[config.mk]
export PLATFORM = sky130hd
export DESIGN_NAME = lcd_cmd_seq
export DESIGN_NICKNAME = d
export VERILOG_FILES = /design/src/rtl/lcd_cmd_seq.sv
export SDC_FILE = /design/constraint.sdc
export NUM_CORES = 1
export LEC_CHECK = 0
export BUFFER_PORTS_ARGS = -buffer_cell sky130_fd_sc_hd__buf_2
export CORE_UTILIZATION = 47
export CTS_BUF_LIST = sky130_fd_sc_hd__clkbuf_4 sky130_fd_sc_hd__clkbuf_8 sky130_fd_sc_hd__clkbuf_16
export CTS_CLUSTER_SIZE = 12
export DETAILED_ROUTE_END_ITERATION = 8
export GPL_TIMING_DRIVEN = 0
export HOLD_SLACK_MARGIN = 0.12
export MAX_ROUTING_LAYER = met4
export PLACE_DENSITY = 0.74
export SKIP_CTS_REPAIR_TIMING = 1
export SYNTH_ARGS = -nofsm -noshare
export SYNTH_HDL_FRONTEND = slang
export SYNTH_SLANG_ARGS = --single-unit
export TNS_END_PERCENT = 30
[constraint.sdc]
create_clock -name clk -period 2.5 [get_ports clk]
set_input_delay 0.25 -clock clk [delete_from_list [all_inputs] [get_ports clk]]
set_output_delay 0.25 -clock clk [all_outputs]
set_load 0.01 [all_outputs]
[src/rtl/lcd_cmd_seq.sv]
// Host command FIFO and issue sequencer feeding the 6x6 LCD window controller.
// Define LCD_SEQ_TIMEOUT_EN to add the busy watchdog and sticky err_timeout output.
module lcd_cmd_seq #(
    parameter int unsigned FIFO_DEPTH = 4,
    parameter int unsigned PIX_NUM    = 36
`ifdef LCD_SEQ_TIMEOUT_EN
    ,
    parameter int unsigned TIMEOUT    = 255
`endif
) (
    input  logic       clk,
    input  logic       reset,
    input  logic [2:0] host_cmd,
    input  logic       host_valid,
    output logic       host_ready,
    output logic [5:0] pix_addr,
    input  logic [7:0] pix_data,
    output logic [2:0] cmd,
    output logic       cmd_valid,
    output logic [7:0] datain,
    input  logic       busy,
    input  logic       output_valid,
    output logic       frame_done,
    output logic       err_cmd,
`ifdef LCD_SEQ_TIMEOUT_EN
    output logic       err_timeout,
`endif
    output logic       seq_idle
);
    localparam int unsigned AW      = (FIFO_DEPTH > 1) ? $clog2(FIFO_DEPTH) : 1;
    localparam logic [AW:0] FullCnt = (AW + 1)'(FIFO_DEPTH);
    localparam logic [5:0]  LastPix = 6'(PIX_NUM - 1);
    localparam logic [2:0]  CmdLoad = 3'd1;

    typedef enum logic [2:0] {StIdle, StIssue, StStream, StGuard, StWait} state_e;

    logic [2:0]    fifo_mem [FIFO_DEPTH];
    logic [AW-1:0] wr_ptr;
    logic [AW-1:0] rd_ptr;
    logic [AW:0]   count;
    logic          full;
    logic          empty;
    logic          push;
    logic          pop;
    logic [2:0]    head;

    state_e        state;
    logic [5:0]    pix_cnt;
    logic [5:0]    pix_addr_q;
    logic [2:0]    cmd_q;
    logic          cmd_valid_q;
    logic          err_cmd_q;
    logic [3:0]    frame_cnt;
`ifdef LCD_SEQ_TIMEOUT_EN
    localparam logic [7:0] WdogLast = 8'(TIMEOUT - 1);
    logic [7:0]    wdog;
    logic          err_timeout_q;
`endif

    assign full  = (count == FullCnt);
    assign empty = (count == '0);
    assign push  = host_valid && !full && !reset;
    assign pop   = (state == StIdle) && !empty && !busy && !reset;
    assign head  = fifo_mem[rd_ptr];

    always_ff @(posedge clk) begin
        if (push) begin
            fifo_mem[wr_ptr] <= host_cmd;
        end
    end

    always_ff @(posedge clk) begin
        if (reset) begin
            wr_ptr <= '0;
            rd_ptr <= '0;
            count  <= '0;
        end else begin
            if (push) wr_ptr <= wr_ptr + 1'b1;
            if (pop)  rd_ptr <= rd_ptr + 1'b1;
            case ({push, pop})
                2'b10:   count <= count + 1'b1;
                2'b01:   count <= count - 1'b1;
                default: count <= count;
            endcase
        end
    end

    always_ff @(posedge clk) begin
        if (reset) begin
            state       <= StIdle;
            pix_cnt     <= '0;
            pix_addr_q  <= '0;
            cmd_q       <= '0;
            cmd_valid_q <= 1'b0;
            err_cmd_q   <= 1'b0;
`ifdef LCD_SEQ_TIMEOUT_EN
            wdog          <= '0;
            err_timeout_q <= 1'b0;
`endif
        end else begin
            cmd_valid_q <= 1'b0;
            cmd_q       <= 3'd0;
            err_cmd_q   <= 1'b0;
            unique case (state)
                StIdle: begin
                    if (pop) begin
                        if (head > 3'd5) begin
                            err_cmd_q <= 1'b1;
                        end else begin
                            state       <= StIssue;
                            cmd_valid_q <= 1'b1;
                            cmd_q       <= head;
                            pix_addr_q  <= '0;
                        end
                    end
                end
                StIssue: begin
                    if (cmd_q == CmdLoad) begin
                        state      <= StStream;
                        pix_cnt    <= '0;
                        pix_addr_q <= 6'd1;
                    end else begin
                        state <= StGuard;
                    end
                end
                StStream: begin
                    if (pix_cnt == LastPix) begin
                        state      <= StGuard;
                        pix_addr_q <= '0;
                    end else begin
                        pix_cnt <= pix_cnt + 6'd1;
                        // Address runs one pixel ahead of the ROM output, clamped at the last pixel
                        pix_addr_q <= (pix_cnt + 6'd1 == LastPix) ? LastPix : pix_cnt + 6'd2;
                    end
                end
                StGuard: begin
                    state <= StWait;
`ifdef LCD_SEQ_TIMEOUT_EN
                    wdog  <= '0;
`endif
                end
                StWait: begin
                    if (!busy) begin
                        state <= StIdle;
`ifdef LCD_SEQ_TIMEOUT_EN
                    end else if (wdog == WdogLast) begin
                        err_timeout_q <= 1'b1;
                        state         <= StIdle;
                    end else begin
                        wdog <= wdog + 8'd1;
`endif
                    end
                end
                default: state <= StIdle;
            endcase
        end
    end

    always_ff @(posedge clk) begin
        if (reset) begin
            frame_cnt <= '0;
        end else if (output_valid) begin
            frame_cnt <= (frame_cnt == 4'd8) ? 4'd0 : frame_cnt + 4'd1;
        end
    end

    assign host_ready = reset || !full;
    assign seq_idle   = reset || ((state == StIdle) && empty);
    assign cmd        = reset ? 3'd0 : cmd_q;
    assign cmd_valid  = cmd_valid_q && !reset;
    assign err_cmd    = err_cmd_q && !reset;
    assign pix_addr   = reset ? 6'd0 : pix_addr_q;
    assign datain     = (!reset && state == StStream) ? pix_data : 8'd0;
    assign frame_done = !reset && output_valid && (frame_cnt == 4'd8);
`ifdef LCD_SEQ_TIMEOUT_EN
    assign err_timeout = err_timeout_q && !reset;
`endif

endmodule

==> results of run 1 <==
sequential cells by signal (all words and copies together) (netlist names), 2 cells and up, named ones only:
name / cells
cmd_q: 3
count: 3
fifo_mem: 12
frame_cnt: 4
pix_addr_q: 6
pix_cnt: 6
rd_ptr: 2
state: 3
wr_ptr: 2
synthesized netlist by cell type (2+ instances only):
cell type | count | area (µm²)
sky130_fd_sc_hd__nand3b_1 | 3 | 22.5
sky130_fd_sc_hd__nor3b_1 | 2 | 15.0
sky130_fd_sc_hd__mux4_2 | 3 | 67.6
sky130_fd_sc_hd__o31ai_1 | 2 | 15.0
sky130_fd_sc_hd__o21ai_1 | 6 | 30.0
sky130_fd_sc_hd__clkbuf_1 | 4 | 15.0
sky130_fd_sc_hd__buf_1 | 2 | 7.51
sky130_fd_sc_hd__edfxtp_1 | 12 | 360
sky130_fd_sc_hd__xnor2_1 | 8 | 70.1
sky130_fd_sc_hd__o21ai_0 | 9 | 45.0
sky130_fd_sc_hd__and2_1 | 12 | 75.1
sky130_fd_sc_hd__nor2_2 | 3 | 18.8
sky130_fd_sc_hd__nand3_1 | 5 | 25.0
sky130_fd_sc_hd__inv_1 | 10 | 37.5
sky130_fd_sc_hd__nor3_1 | 4 | 20.0
sky130_fd_sc_hd__nand4_1 | 2 | 12.5
sky130_fd_sc_hd__and3_1 | 3 | 18.8
sky130_fd_sc_hd__dfxtp_1 | 33 | 661
sky130_fd_sc_hd__nand2_1 | 13 | 48.8
sky130_fd_sc_hd__xor2_1 | 4 | 35.0
sky130_fd_sc_hd__or3_1 | 3 | 18.8
sky130_fd_sc_hd__ha_1 | 10 | 125
sky130_fd_sc_hd__nor2b_1 | 12 | 75.1
sky130_fd_sc_hd__nor2_1 | 25 | 93.8
sky130_fd_sc_hd__inv_2 | 5 | 18.8
sky130_fd_sc_hd__a21oi_1 | 14 | 70.1
layout by cell type, fill, tap and decap left out, types with 8 or more instances in the layout:
master / count
sky130_fd_sc_hd__buf_2: 37
sky130_fd_sc_hd__dfxtp_1: 29
sky130_fd_sc_hd__nor2_1: 25
sky130_fd_sc_hd__a21oi_1: 14
sky130_fd_sc_hd__nand2_1: 12
sky130_fd_sc_hd__and2_1: 12
sky130_fd_sc_hd__nor2b_1: 12
sky130_fd_sc_hd__edfxtp_1: 12
sky130_fd_sc_hd__inv_1: 10
sky130_fd_sc_hd__o21ai_0: 9
sky130_fd_sc_hd__ha_1: 9
sky130_fd_sc_hd__xnor2_1: 8
power groups by stage:
| stage | Sequential [mW] | Combinational [mW] | Clock [mW] |
|---|---|---|---|
| 2_1_floorplan | 0.864 | 0.392 | 0 |
| 3_3_place_gp | 0.872 | 0.499 | 0 |
| 3_5_place_dp | 0.874 | 0.508 | 0 |
| 4_1_cts | 0.858 | 0.512 | 0.567 |
| 5_1_grt | 0.888 | 0.586 | 0.596 |
| 6_report | 0.878 | 0.524 | 0.549 |
cell type report:
cell class                 count  area [µm²]  share of cell area [%]
sequential                    45        1030                    38.7
timing repair buffer          39         200                    7.55
buffer                         6        30.0                    1.13
tap                           52        65.1                    2.45
multi-input combinational    164        1160                    43.6
inverter                      15        58.8                    2.22
clock inverter                 2        38.8                    1.46
clock buffer                   6        76.3                    2.88
kinds of logic (layout without fill, tap and decap cells):
| group | count (synthesis) | count (layout) | share of synthesized area [%] |
|---|---|---|---|
| flops | 45 | 45 | 45.3 |
| mux | 5 | 5 | 3.94 |
| buf+inv | 22 | 68 | 4.00 |
| fa+ha+maj | 11 | 11 | 6.44 |
| compound gates | 42 | 42 | 12.7 |
| xor+xnor | 12 | 12 | 4.66 |
| simple gates | 94 | 94 | 22.9 |
metal layers:
metal | GRT usage, % | share of wire, %
met1 | 21.6 | 45
met2 | 29.6 | 47
met3 | 5.63 | 5.5
met4 | 9.56 | 2.7
met5 | - | 0
worst paths after layout:
path / from / endpoint / depth (start not counted)
max: count[2] / count[2] / 10
min: host_cmd[0] / fifo_mem[2][0] / 1
max reg2reg: count[2] / count[2] / 10
min reg2reg: pix_addr_q[1] / pix_addr_q[1] / 2
==> metrics.md, run 1 <==
| Metric | Value |
|---|---|
| Launching element type of the critical path | `flop` |
| Via count | `between 1500 and 2000` |
| Global router's overall resource usage | `a little under a fifth` |
| Router iterations before antenna repair | `6` |
| Clock tree buffer depth | `2` |
| Register-to-Register Setup Slack | `between 100 and 150 ps` |
| Data required time at the worst endpoint | `~2700 ps` |
| Inserted Clock Buffers | `5` |
| Pre-CTS worst setup slack | `-19.6 ps` |
| Level count of the clock H-tree | `2` |
| Number of synthesis warnings | `0` |
| Number of max-cap violations | `0` |
| Placeable core region | `4470 µm²` |
| Hold violation total from the final report | `0` |
| Skew-Pair Late Insertion Delay | `approximately 290 ps` |
| Die Outline Area | `5080 µm²` |
| Clock skew | `~3.0 ps` |
| Slowest CP cell | `sky130_fd_sc_hd__fa_1` |
| Net switching share of the total power | `between 30% and 40%` |
| Detail-routed via count per cell | `5.17` |
| Worst voltage drop across the vdd grid | `around 300 µV` |
| CTS tree | `yes` |
| Largest fanout of any net on the critical path | `6` |
| Hold_ws | `175 ps` |
| Setup TNS after final layout | `0 ps` |
| Post-Place Cell Area | `approximately 2500 µm²` |
| Critical path buffers and inverters | `2` |
| Cell area after layout | `about 2700 µm²` |
| Number of flip-flops and latches in the synthesized netlist | `45` |
| Arrival time at the worst endpoint | `2580 ps` |
| Combinational power share | `about 27%` |
| Number of filler instances in the final layout | `approximately 390` |
| Detailed-placement wirelength estimate | `~3 mm` |
| Cell class contributing the biggest share of worst-path delay | `simple AND/OR/NAND/NOR gates` |
| Syn Std Cell Area | `around 2300 µm²` |
| Yosys cell types | `48` |
| Antenna violations before repair | `0` |
| Clk network pwr share | `between 20% and 30%` |
| Kind of path behind the tightest hold check | `in -> reg` |
| Detailed Route Iter0 Violations | `158` |
| Die Y-Extent | `~71 µm` |
| Mean instance size in the synthesized netlist | `roughly 9.8 µm²` |
| Remaining routing DRC violations | `8` |
| Sequential fraction of the synthesis area | `a little under half` |
| Total power after layout | `~2.0 mW` |
| Remaining antenna violation count after routing | `0` |
| Global placement routability congestion | `slightly below 0.8` |
| WL final | `4.19 mm` |
| Vias in the first global route | `around 1500` |
| Synthesized instance count | `between 200 and 250` |
| Port Buf Inserts | `37` |
| Syn Nets | `between 200 and 300` |
| First-pass GRT wire length | `6.91 mm` |
| Number of standard cells in the layout, taps in and fillers out | `approximately 330` |
| Final worst-path cycle share | `between 90% and 100%` |
| Pint | `1.35 mW` |
| Largest stage delay, worst path | `380 ps` |
| Sort of element at the end of the critical path | `flop` |
| Number of nets in the final layout | `slightly above 300` |
| Part of the total power dissipated in sequential elements | `between 40% and 50%` |
| Post-layout minimum cycle time | `2360 ps` |
| Row cnt | `24` |
| Number of top-level pins | `38` |
| Root buffer cell | `sky130_fd_sc_hd__clkbuf_8` |
| Routed wire per std cell | `about 13 µm` |
| Area growth, synth to finish | `17.7%` |
| Slew at the pin with the worst max-slew slack | `roughly 570 ps` |
| Number of flops mapped to enable cells by yosys | `12` |
| Fin util | `59.3%` |
| Maximum number of pins on one net before global-route repair | `15` |
| Worst Slack Setup Final | `roughly 140 ps` |
| Post-CTS clock slew at the launch and capture registers of the worst setup and hold paths | `80 ps` |
| Prevailing post-synth register cell | `sky130_fd_sc_hd__dfxtp_1` |
| Result of the run | `finished, violations left` |
| Async set-reset flop share out of synthesis | `0%` |
| TritonCTS sink count | `45` |
| Violations in the final reports | `design-rule violations` |
| Congestion Overflow GR | `0` |
| Starting density of the core | `approximately half` |
| Start-to-end type of the worst setup path | `reg -> reg` |
| F_max | `approximately 0.42 GHz` |
| Cell count after placement | `320` |
| Antenna fix cells | `0` |
| Max-slew headroom at the worst pin | `approximately 62%` |
| Leakage power total | `1.06 nW` |
| Slew Viols, Final | `0` |
| Endpoints failing setup | `0` |
| Pwr dens | `736 nW/µm²` |
| Horizontal extent of the die | `between 70 and 80 µm` |
| Ratio of cells with drive above 1 in the final layout | `about 28%` |
| Crit path cell chain | `nor3_1 > nor3_2 > nand2_2 > inv_4 > ha_2 > inv_1 > fa_1 > xor2_1 > or3_1 > a21oi_1` |
| Switching power of the nets | `a little over 600 µW` |
(Power assumes the default switching activity.)
==> run 2: changes to the inputs <==
ABC_AREA = 1   (was default)
PLACE_DENSITY = 0.73   (was 0.74)
==> run 2 against run 1 <==
  * The run now ends clean
  * Total power decreased by 17%
  * Utilization decreased by 2.3 points
  * Global-route usage increased by 0.98 points
  * Fmax increased by 11%
  * Register-to-register slack improved by 230 ps
  * Sequential power decreased by 8.0%
  * Die area increased by 3.4%
  * Area after synthesis increased by 3.4%
  * Final cell count increased by 27%
  * Clock power about the same
  * Worst hold slack improved by 3.3 ps
  * Critical path depth increased by 1
  * Critical path type unchanged
  * Critical endpoint unchanged
==> metrics.md, run 2 <==
| Metric | Value |
|---|---|
| Number of top-level pins | `38 (unchanged)` |
| Proportion of synthesized area in mux cells | `0% (-3.9 points)` |
| Post-CTS clock slew at the launch and capture registers of the worst setup and hold paths | `80 ps (about the same)` |
| Die Outline Area | `5250 µm² (+3.4%)` |
| Global router's overall resource usage | `19.7% (+0.98 points)` |
| Area used by multi-input combinational logic | `1040 µm² (-10%)` |
| FF+latch area | `1020 µm² (-0.49%)` |
| Starting density of the core | `49.0% (-1.3 points)` |
| Final worst-path cycle share | `85.2% (-9.2 points)` |
| Sort of element at the end of the critical path | `flop` |
| Ratio of cells with drive above 1 in the final layout | `20.3% (-7.5 points)` |
| Registers with the highest flip-flop counts | `fifo_mem (12), pix_addr_q (6), pix_cnt (6)` |
| Inserted Clock Buffers | `5 (unchanged)` |
| Number of flops mapped to enable cells by yosys | `12 (unchanged)` |
| Number of max-cap violations | `0 (unchanged)` |
| Setup TNS after final layout | `0 ps (unchanged)` |
| Number of filler instances in the final layout | `474 (+21%)` |
| Number of nets in the final layout | `376 (+24%)` |
| Hold violation total from the final report | `0 (unchanged)` |
| Root buffer cell | `sky130_fd_sc_hd__clkbuf_8` |
| Most used standard cells in the synthesized netlist | `54 x sky130_fd_sc_hd__inv_1, 54 x sky130_fd_sc_hd__nand2_1, 43 x sky130_fd_sc_hd__nor2_1` |
| Slew Viols, Final | `0 (unchanged)` |
| Max-slew headroom at the worst pin | `64.0% (+1.8 points)` |
| Global placement routability congestion | `0.877 (+11%)` |
| Synthesized instance count | `305 (+32%)` |
| Remaining antenna violation count after routing | `0 (unchanged)` |
| Yosys cell types | `33 (-31%)` |
| Level count of the clock H-tree | `2 (unchanged)` |
| Row cnt | `25 (+4.2%)` |
| Hold_ws | `178 ps (+3.28 ps)` |
| Sequential fraction of the synthesis area | `43.8% (-1.5 points)` |
| Synth Area in Simple Gates | `28.0% (+5.1 points)` |
| Worst voltage drop across the vdd grid | `265 µV (-13%)` |
| Syn Nets | `332 (+29%)` |
| Vias in the first global route | `1753 (+13%)` |
| Antenna fix cells | `0 (unchanged)` |
| Remaining routing DRC violations | `0 (-8)` |
| WL final | `4.44 mm (+6.2%)` |
| Async set-reset flop share out of synthesis | `0% (unchanged)` |
| Clock skew | `1.81 ps (-1.14 ps)` |
| Top register by number of flip-flops | `fifo_mem` |
| RSZ-0062 raised after global routing | `no` |
| Register-to-Register Setup Slack | `370 ps (+230 ps)` |
| Router iterations before antenna repair | `4 (-2)` |
| Prevailing post-synth register cell | `sky130_fd_sc_hd__dfxtp_1` |
| Dominant combinational cell family by area after synthesis | `simple AND/OR/NAND/NOR gates` |
| Data required time at the worst endpoint | `2690 ps (-30 ps)` |
| Endpoints failing setup | `0 (unchanged)` |
| Syn Std Cell Area | `2330 µm² (+3.4%)` |
| Detailed-placement wirelength estimate | `3.35 mm (+12%)` |
| Die Y-Extent | `72.4 µm (+1.7%)` |
| Detail-routed via count per cell | `4.66 (-9.9%)` |
| Port Buf Inserts | `37 (unchanged)` |
| Slowest CP cell | `sky130_fd_sc_hd__fa_1` |
| Placeable core region | `4750 µm² (+6.3%)` |
| Horizontal extent of the die | `72.4 µm (+1.7%)` |
| Adder-Cell Fraction of Synth Area | `6.23% (-0.21 points)` |
| Antenna violations before repair | `0 (unchanged)` |
| CTS tree | `yes` |
| Clock tree buffer depth | `2 (unchanged)` |
| Arrival time at the worst endpoint | `2320 ps (-260 ps)` |
| Largest stage delay, worst path | `370 ps (about the same)` |
| Slew at the pin with the worst max-slew slack | `540 ps (-27.4 ps)` |
| Post-synth top area cell | `sky130_fd_sc_hd__dfxtp_1` |
| Leakage power total | `1.23 nW (+16%)` |
| Skew-Pair Late Insertion Delay | `290 ps (about the same)` |
| First-pass GRT wire length | `7.73 mm (+12%)` |
| Pwr dens | `596 nW/µm² (-19%)` |
| Congestion Overflow GR | `0 (unchanged)` |
| TritonCTS sink count | `45 (unchanged)` |
| Number of synthesis warnings | `0 (unchanged)` |
| Post-layout minimum cycle time | `2130 ps (-231 ps)` |
| Largest fanout of any net on the critical path | `4 (-2)` |
| Launching element type of the critical path | `flop` |
| Share of the synthesized area in the top cell type | `28.3% (-0.98 points)` |
| Area growth, synth to finish | `16.3%` |
| Detailed Route Iter0 Violations | `121 (-23%)` |
| Maximum number of pins on one net before global-route repair | `15 (unchanged)` |
| Compound-Gate Fraction of Synth Area | `7.62% (-5.1 points)` |
| Crit path cell chain | `inv_1 > nand3_1 > nand4_2 > inv_2 > ha_1 > inv_1 > fa_1 > a21oi_1 > o21ai_0 > o21ai_0 > a21oi_1` |
| Worst Slack Setup Final | `369 ps (+231 ps)` |
| Top cells by area in the synthesized netlist | `sky130_fd_sc_hd__dfxtp_1 28%, sky130_fd_sc_hd__edfxtp_1 15%, sky130_fd_sc_hd__inv_1 8.7%` |
| Result of the run | `completed` |
| Most frequent cells in the layout | `54 x sky130_fd_sc_hd__inv_1, 54 x sky130_fd_sc_hd__nand2_1, 43 x sky130_fd_sc_hd__nor2_1` |
| Kind of path behind the tightest hold check | `in -> reg` |
| Post-synthesis xor/xnor area fraction | `2.63% (-2.0 points)` |
| Routed wire per std cell | `10.7 µm (-16%)` |
| Pre-CTS worst setup slack | `413 ps (+433 ps)` |
| Number of flip-flops in the largest register | `12 (unchanged)` |
| Number of flip-flops and latches in the synthesized netlist | `45 (unchanged)` |
| Mean instance size in the synthesized netlist | `7.64 µm² (-22%)` |
| Via count | `1944 (+14%)` |
| Start-to-end type of the worst setup path | `reg -> reg` |
| F_max | `0.469 GHz (+11%)` |
==> run 2: changes by cell type in the layout (fill, tap and decap cells not counted), sizes merged, moves of 7 or more <==
cell / delta
inv: +47
nand2: +42
nor2: +20
nand3: +18
and2: -12
nor2b: -12
xnor2: -7
==> run 2: path summary, 6_finish.rpt <==
kind / startpoint / endpoint / cells after the start
worst min-delay path: host_cmd[1] / fifo_mem[1][1] / 1
worst max-delay path: count[1] / count[2] / 11
worst max register to register: count[1] / count[2] / 11
worst min register to register: pix_addr_q[5] / pix_addr_q[5] / 2
==> run 2: through the flow <==
stage | instance area, µm² | power [mW] | instances | utilization [%]
2_1_floorplan | 2330 | 1.01 | 305 | -
3_5_place_dp | 2600 | 1.08 | 409 | 54.7
4_1_cts | 2710 | 1.63 | 417 | 57.0
6_report | 2710 | 1.62 | 417 | 57.0
3_3_place_gp | 2600 | 1.08 | 409 | 54.7
5_1_grt | 2710 | 1.71 | 417 | 57.0
==> run 2: worst max-delay path: cells and delay by family (launching register included) <==
family                     cells  cell delay (ps)
buffers and inverters          3              270
DFF                            1              360
AOI/OAI and AO/OA              4              480
adders and majority gates      2              510
and+or+nand+nor                2              390
==> run 2: final cells by class <==
cell class	count	area share, %
buffer	5	0.969
clock buffer	6	2.81
clock inverter	2	1.29
inverter	64	9.09
multi-input combinational	191	38.3
sequential	45	37.7
tap	67	3.09
timing repair buffer	37	6.83
==> run 2: logic make-up (layout without fill, tap and decap cells) <==
family                     after synthesis  in the layout
AOI/OAI and AO/OA                       33             33
xor gates and xnor gates                 7              7
adders and majority gates               11             11
buffers and inverters                   69            114
DFF                                     45             45
and+or+nand+nor                        140            140
==> run 2: routing by layer <==
layer	global-route usage (%)	part of all wire (%)	routed length, µm
met4	5.66	1.3	57
met5	-	0	0
met3	5.28	4.7	208
met2	30.4	48	2120
met1	25.3	46	2060
==> run 2: report_power, final <==
part | total (mW) | switching [mW] | internal, mW
clock network | 0.548 | 0.241 | 0.307
logic | 0.261 | 0.170 | 0.0901
registers | 0.808 | 0.0266 | 0.781
total | 1.62 | 0.438 | 1.18
